## src/rtl/spi_pkg.sv

```systemverilog
// Purpose : shared command codes, message-state encoding and sizing for the SPI slave link.
// Latency : n/a (declarations only).
// Backpressure: n/a.
package spi_pkg;

  // Command byte values understood by the command-register block.
  localparam logic [7:0] CMD_RESET           = 8'h01;
  localparam logic [7:0] CMD_FORCE_TURBO     = 8'h02;
  localparam logic [7:0] CMD_SET_KEYB_MATRIX = 8'h10;
  localparam logic [7:0] CMD_SET_HCTRL       = 8'h11;
  localparam logic [7:0] CMD_WRITE_KBBUF     = 8'h12;
  localparam logic [7:0] CMD_SET_VIDMODE     = 8'h40;

  // Data bytes captured per message; anything beyond is ignored.
  localparam int MAX_DATA_BYTES = 8;

  typedef enum logic [2:0] {
    ST_WAIT_DESEL = 3'd0,
    ST_IDLE       = 3'd1,
    ST_CMD        = 3'd2,
    ST_DATA       = 3'd3,
    ST_OVERFLOW   = 3'd4
  } msg_state_e;

endpackage

```

## src/rtl/spi_slave_if_sync_edge.sv

```systemverilog
// Purpose : multi-stage synchroniser with one history flop producing rise/fall pulses.
// Latency : STAGES clk to dout, edge pulses valid in the same cycle dout changes.
// Backpressure: none; free-running sampler.
// Ports   : clk, reset (async, active-high), din (async input),
//           dout (synchronised level), rise / fall (one-clk edge pulses).
module spi_sync_edge #(
  parameter int       STAGES  = 2,     // must be >= 2
  parameter bit       RST_VAL = 1'b0
) (
  input  logic clk,
  input  logic reset,
  input  logic din,
  output logic dout,
  output logic rise,
  output logic fall
);

  logic [STAGES-1:0] sync_q, sync_d;
  logic              hist_q, hist_d;

  always_comb begin
    sync_d = {sync_q[STAGES-2:0], din};
    hist_d = sync_q[STAGES-1];
  end

  always_ff @(posedge clk or posedge reset) begin
    if (reset) begin
      sync_q <= {STAGES{RST_VAL}};
      hist_q <= RST_VAL;
    end else begin
      sync_q <= sync_d;
      hist_q <= hist_d;
    end
  end

  assign dout = sync_q[STAGES-1];
  assign rise = sync_q[STAGES-1] & ~hist_q;
  assign fall = ~sync_q[STAGES-1] & hist_q;

endmodule

```

## src/rtl/spi_slave_if.sv

```systemverilog
// Purpose : SPI mode-0 slave; deserialises cmd + up to 8 data bytes, serialises spi_txdata on MISO.
// Latency : spi_msg_end at most SYNC_STAGES+2 clk after pin-level ssel_n rise.
// Backpressure: none; the host owns the link, excess data bytes are dropped.
// Ports   : clk, reset (async, active-high); spi_sclk/spi_ssel_n/spi_mosi pins in,
//           spi_miso out; spi_cmd/spi_rxdata/spi_msg_end to the command decoder;
//           spi_txdata/spi_txdata_valid response word from the command block.
module spi_slave_if
  import spi_pkg::*;
#(
  parameter int SYNC_STAGES = 2
) (
  input  logic        clk,
  input  logic        reset,
  input  logic        spi_sclk,
  input  logic        spi_ssel_n,
  input  logic        spi_mosi,
  output logic        spi_miso,
  output logic        spi_msg_end,
  output logic [7:0]  spi_cmd,
  output logic [63:0] spi_rxdata,
  input  logic [63:0] spi_txdata,
  input  logic        spi_txdata_valid
);

  // ---------------------------------------------------------------------------
  // Pin synchronisation
  // ---------------------------------------------------------------------------
  logic sclk_lvl_unused;
  logic sclk_rise, sclk_fall;
  logic ssel_lvl, ssel_rise, ssel_fall;

  spi_sync_edge #(.STAGES(SYNC_STAGES), .RST_VAL(1'b0)) u_sclk_sync (
    .clk   (clk),
    .reset (reset),
    .din   (spi_sclk),
    .dout  (sclk_lvl_unused),
    .rise  (sclk_rise),
    .fall  (sclk_fall)
  );

  // Reset value 0 ("selected") so a message already in flight at reset release
  // is never mistaken for a fresh ssel_n fall: WAIT_DESEL needs a real high.
  spi_sync_edge #(.STAGES(SYNC_STAGES), .RST_VAL(1'b0)) u_ssel_sync (
    .clk   (clk),
    .reset (reset),
    .din   (spi_ssel_n),
    .dout  (ssel_lvl),
    .rise  (ssel_rise),
    .fall  (ssel_fall)
  );

  // mosi gets the same depth as sclk so the synced bit lines up with the
  // detected sclk rise.
  logic [SYNC_STAGES-1:0] mosi_sync_q, mosi_sync_d;
  logic                   mosi_s;

  always_comb mosi_sync_d = {mosi_sync_q[SYNC_STAGES-2:0], spi_mosi};

  always_ff @(posedge clk or posedge reset) begin
    if (reset) mosi_sync_q <= '0;
    else       mosi_sync_q <= mosi_sync_d;
  end

  assign mosi_s = mosi_sync_q[SYNC_STAGES-1];

  // sclk edges only count while selected.
  logic sclk_rise_v, sclk_fall_v;
  assign sclk_rise_v = sclk_rise & ~ssel_lvl;
  assign sclk_fall_v = sclk_fall & ~ssel_lvl;

  // ---------------------------------------------------------------------------
  // Message state machine
  // ---------------------------------------------------------------------------
  msg_state_e  state_q,    state_d;
  logic [2:0]  bitcnt_q,   bitcnt_d;
  logic [3:0]  bytecnt_q,  bytecnt_d;
  logic [7:0]  rx_shift_q, rx_shift_d;
  logic [63:0] tx_shift_q, tx_shift_d;
  logic [7:0]  cmd_q,      cmd_d;
  logic [63:0] rxdata_q,   rxdata_d;
  logic        cmd_seen_q, cmd_seen_d;
  logic        miso_q,     miso_d;
  logic        msg_end_q,  msg_end_d;
  logic [7:0]  byte_in;

  assign byte_in = {rx_shift_q[6:0], mosi_s};

  always_comb begin
    state_d    = state_q;
    bitcnt_d   = bitcnt_q;
    bytecnt_d  = bytecnt_q;
    rx_shift_d = rx_shift_q;
    tx_shift_d = tx_shift_q;
    cmd_d      = cmd_q;
    rxdata_d   = rxdata_q;
    cmd_seen_d = cmd_seen_q;
    miso_d     = miso_q;
    msg_end_d  = 1'b0;

    case (state_q)
      ST_WAIT_DESEL: begin
        miso_d = 1'b0;
        if (ssel_lvl) state_d = ST_IDLE;
      end

      ST_IDLE: begin
        miso_d = 1'b0;
        if (ssel_fall) begin
          bitcnt_d   = '0;
          bytecnt_d  = '0;
          rx_shift_d = '0;
          rxdata_d   = '0;
          tx_shift_d = '0;
          cmd_seen_d = 1'b0;
          state_d    = ST_CMD;
        end
      end

      ST_CMD, ST_DATA, ST_OVERFLOW: begin
        if (ssel_rise) begin
          // Deselect wins over any sclk edge this cycle; a partial byte is dropped.
          msg_end_d = cmd_seen_q;
          miso_d    = 1'b0;
          bitcnt_d  = '0;
          state_d   = ST_IDLE;
        end else begin
          case (state_q)
            ST_CMD: begin
              miso_d = 1'b0;
              if (sclk_rise_v) begin
                rx_shift_d = byte_in;
                bitcnt_d   = bitcnt_q + 3'd1;
                if (bitcnt_q == 3'd7) begin
                  cmd_d      = byte_in;
                  cmd_seen_d = 1'b1;
                  tx_shift_d = spi_txdata_valid ? spi_txdata : 64'h0;
                  state_d    = ST_DATA;
                end
              end
            end

            ST_DATA: begin
              if (sclk_rise_v) begin
                rx_shift_d = byte_in;
                bitcnt_d   = bitcnt_q + 3'd1;
                if (bitcnt_q == 3'd7) begin
                  for (int i = 0; i < MAX_DATA_BYTES; i++) begin
                    if (bytecnt_q == 4'(i)) rxdata_d[63-8*i -: 8] = byte_in;
                  end
                  bytecnt_d = bytecnt_q + 4'd1;
                  if (bytecnt_q == 4'(MAX_DATA_BYTES - 1)) begin
                    state_d = ST_OVERFLOW;
                    miso_d  = 1'b0;
                  end
                end
              end else if (sclk_fall_v) begin
                // Mode 0: update on the falling edge, host samples on the rise.
                miso_d     = tx_shift_q[63];
                tx_shift_d = {tx_shift_q[62:0], 1'b0};
              end
            end

            default: begin
              miso_d = 1'b0;
            end
          endcase
        end
      end

      default: begin
        state_d = ST_WAIT_DESEL;
        miso_d  = 1'b0;
      end
    endcase
  end

  always_ff @(posedge clk or posedge reset) begin
    if (reset) begin
      state_q    <= ST_WAIT_DESEL;
      bitcnt_q   <= '0;
      bytecnt_q  <= '0;
      rx_shift_q <= '0;
      tx_shift_q <= '0;
      cmd_q      <= '0;
      rxdata_q   <= '0;
      cmd_seen_q <= 1'b0;
      miso_q     <= 1'b0;
      msg_end_q  <= 1'b0;
    end else begin
      state_q    <= state_d;
      bitcnt_q   <= bitcnt_d;
      bytecnt_q  <= bytecnt_d;
      rx_shift_q <= rx_shift_d;
      tx_shift_q <= tx_shift_d;
      cmd_q      <= cmd_d;
      rxdata_q   <= rxdata_d;
      cmd_seen_q <= cmd_seen_d;
      miso_q     <= miso_d;
      msg_end_q  <= msg_end_d;
    end
  end

  assign spi_miso    = miso_q;
  assign spi_msg_end = msg_end_q;
  assign spi_cmd     = cmd_q;
  assign spi_rxdata  = rxdata_q;

endmodule

```

## config.mk

```make
export PLATFORM = sky130hd
export DESIGN_NAME = spi_slave_if
export DESIGN_NICKNAME = d
export VERILOG_FILES = /design/src/rtl/spi_pkg.sv /design/src/rtl/spi_slave_if_sync_edge.sv /design/src/rtl/spi_slave_if.sv
export SDC_FILE = /design/constraint.sdc
export NUM_CORES = 1
export LEC_CHECK = 0
export CAP_MARGIN = 20
export CORE_ASPECT_RATIO = 0.8
export CORE_UTILIZATION = 45
export DETAILED_ROUTE_END_ITERATION = 8
export GPL_ROUTABILITY_DRIVEN = 1
export HOLD_SLACK_MARGIN = 0.1
export PLACE_DENSITY_LB_ADDON = 0.05
export SYNTH_ARGS = -nofsm -noshare
export SYNTH_HDL_FRONTEND = slang
export SYNTH_HIERARCHICAL = 1
export SYNTH_SLANG_ARGS = --single-unit
```

## constraint.sdc

```tcl
create_clock -name clk -period 6.9 [get_ports clk]
set_clock_uncertainty 0.05 [all_clocks]
set_input_delay 1.38 -clock clk [delete_from_list [all_inputs] [get_ports clk]]
set_output_delay 1.38 -clock clk [all_outputs]
set_load 0.03 [all_outputs]
```

==> flow_summary.ini <==
[run_status]
status = complete, no violations

[setup_path]
worst_ep_arrival_time_ns = 1.51
cp.buffers_inverters = 1
end_kind = output port
required_ns = 5.47
crit_fanout = 2
crit_slowest_cell = clkdlybuf4s50_1
crit_family = buffers and inverters
crit_path_start_kind = flip-flop
crit_chain = clkdlybuf4s50_1
critical_path_class = flip-flop to output port
cp_slowest_stage_delay_ns = 0.69

[sta]
slew_headroom_pct = 38.92
slew_violations = 0
rsz0062_at_grt = no
fmax_mhz = 339.7
worst_pin_slew_ns = 0.9162
setup_violations = 0
timing.final.crit_share_pct = 42.66
hold_viol = 0
setup_tns_ns = 0
layout_min_cycle_time_ns = 2.944

[floorplanning]
fp-row-count = 41
start_util_pct = 46.94
die_w_um = 146.9
core_area_um2 = 16110
die_area_um2 = 17330
io_pins = 144
dieHeight_um = 117.9

[yosys]
synth_seq_cells = 164
syn_area_per_cell_um2 = 10.49
synth_nets = 797
synthTopCellsByCount = dfrtp_1, nand2_1, nand3_1
synth_cell_types = 45
syn-cell-area_um2 = 7561
synth_most_common_cell = dfrtp_1
synth_warnings = 6
synth_edf_count = 0
synthesis.instances = 721
synth.largest_area_cell = dfrtp_1
seq_area_frac_synth_pct = 54.28
ys_top_cells_by_area = dfrtp_1, mux2_2, nand3_1, o21ai_0, o2bb2ai_1
async_reset_ff_share_pct = 100.0
synth_top_area_share_pct = 54.28
synth_flop_cell = dfrtp_1

[clock_tree]
cts_tree = yes
cts_hold_buf = 0
post_cts_buffers = 0
cts_root_buf = clkbuf_16
cts_buffers = 17
cts.clk_slew.worst_paths_ns = 0.07
cts.sinks = 164
clk_path_buf_depth = 2
htreeDepth = 4
cts_repair_resize_count = 0
worstSkewPairLatency_ns = 0.43

[place]
place_inst = 1034
placed_cell_area_um2 = 9077
gp_congestion = 0.7831
numPortBuffers = 143
dp_hpwl_mm = 11.88

[pwr]
power_leakage_nw = 4.082
combPwrFrac_pct = 25.7
p_switching_w = 0.001002
peakVddDrop_uv = 162.6
clockPowerShare_pct = 32.1
power.density_nw_per_um2 = 304.7
p_int_w = 0.001945
seqPwrFrac_pct = 42.2
p_sw_share_pct = 34.00
finalPower_w = 0.002947

[drt]
drt-initial-drc-count = 443
drc = 0
ant_nets = 0
dr.pass1.iters = 5
vias_per_cell = 5.654
vias = 6027
wl_per_cell_um = 17.39
drt_wl_total_mm = 18.54

[finish]
finalNetCount = 914
final_cells = 1066
n_antenna_cell = 0
fin_util_pct = 60.05
drive_above_1_share_pct = 14.22
n_fill_cell = 1336
stdcell_area_um2 = 9673
syn_to_final_growth_pct = 27.93

[grt]
grt_pass1_vias = 5660
grt_pass1_wl_mm = 30.32
grt_use_total_pct = 22.07
grt_start_max_net_pins = 103
grt_overflow = 0
antenna_found_initial = 0

[flow_run]
drv_cap = 0

[worst_hold_path]
min_path_type = flip-flop to flip-flop
-- routing by layer --
layer	track usage [%]	routed length, um	up-vias	part of all wire, %
li1	-	-	2824	-
met1	34.34	9244	2989	50
met2	30.54	7966	202	43
met3	5.233	1183	12	6.4
met4	5.477	145	0	0.78
met5	0	0	-	0
-- cells by family (layout without fill, tap and decap cells) --
logic type | after synthesis | after routing | synth area share, %
compound gates | 197 | 197 | 15.77
xor+xnor | 1 | 1 | 0.1159
fa+ha+maj | 6 | 6 | 0.9929
buf+inv | 61 | 191 | 3.806
flops | 164 | 164 | 54.28
mux | 73 | 73 | 10.87
simple gates | 219 | 219 | 14.17
-- power by group through the flow --
stage	sequential, W	combinational, W	clock (W)
final	0.00124	0.000757	0.000947
after floorplan	0.00121	0.000628	0
after global routing	0.00127	0.000836	0.00101
after detailed placement	0.00125	0.000758	0
after global placement	0.00125	0.000735	0
after CTS	0.00124	0.000761	0.000964
-- state kept, by name (all words and copies together), names as in the netlist --
| register | count |
|---|---|
| state_q | 3 |
| tx_shift_q | 64 |
| u_sclk_sync/hist_q | 1 |
| spi_miso | 1 |
| bytecnt_q | 4 |
| mosi_sync_q | 2 |
| u_ssel_sync/sync_q | 2 |
| u_ssel_sync/hist_q | 1 |
| spi_cmd | 8 |
| u_sclk_sync/sync_q | 2 |
| rx_shift_q | 7 |
| spi_rxdata | 64 |
| cmd_seen_q | 1 |
| spi_msg_end | 1 |
| bitcnt_q | 3 |
-- cell usage in the layout (no fill, tap or decap), drive strengths merged, types with 4 or more instances in the layout --
master           n
o2bb2ai         40
inv             14
nor2b           10
a22oi            4
nand3           83
ha               6
mux2            73
clkdlybuf4s50  142
and3             8
nand2           92
clkbuf          17
a21o             5
o21ai           72
clkinv           7
buf              9
dfrtp          164
a21oi           69
-- layout make-up --
type                    count  area [um^2]  area share, %
clock buffers              17        425.4          4.398
clock inverters            15        170.2          1.759
inverters                   8        35.03         0.3622
multi-input cells         496         3183          32.91
flip-flops and latches    164         4104          42.43
well taps                 215        269.0          2.781
repair buffers            151         1486          15.37
-- final timing paths --
kind / start / endpoint / slack [ns] / cells past startpoint
setup reg to reg: u_ssel_sync/sync_q[1] / tx_shift_q[10] / 4.09 / 6
min in group asynchronous: reset / u_sclk_sync/sync_q[1] / 1.22 / 2
setup / recovery: spi_rxdata[41] / spi_rxdata[41] / 3.96 / 1
hold / removal: u_sclk_sync/sync_q[0] / u_sclk_sync/sync_q[1] / 0.30 / 0
hold reg to reg: u_sclk_sync/sync_q[0] / u_sclk_sync/sync_q[1] / 0.30 / 0
max in group asynchronous: reset / spi_miso / 3.97 / 3
-- stage by stage --
stage / hold WS (ns) / setup slack, ns
after CTS: 0.3055 / 3.886
after detailed placement: 0.2885 / 3.426
after global placement: 0.2867 / 3.505
after global routing: 0.3128 / 3.656
after floorplan: 0.2812 / 1.207
final: 0.3030 / 3.956
Note: power is estimated with default switching activity, not from simulation.
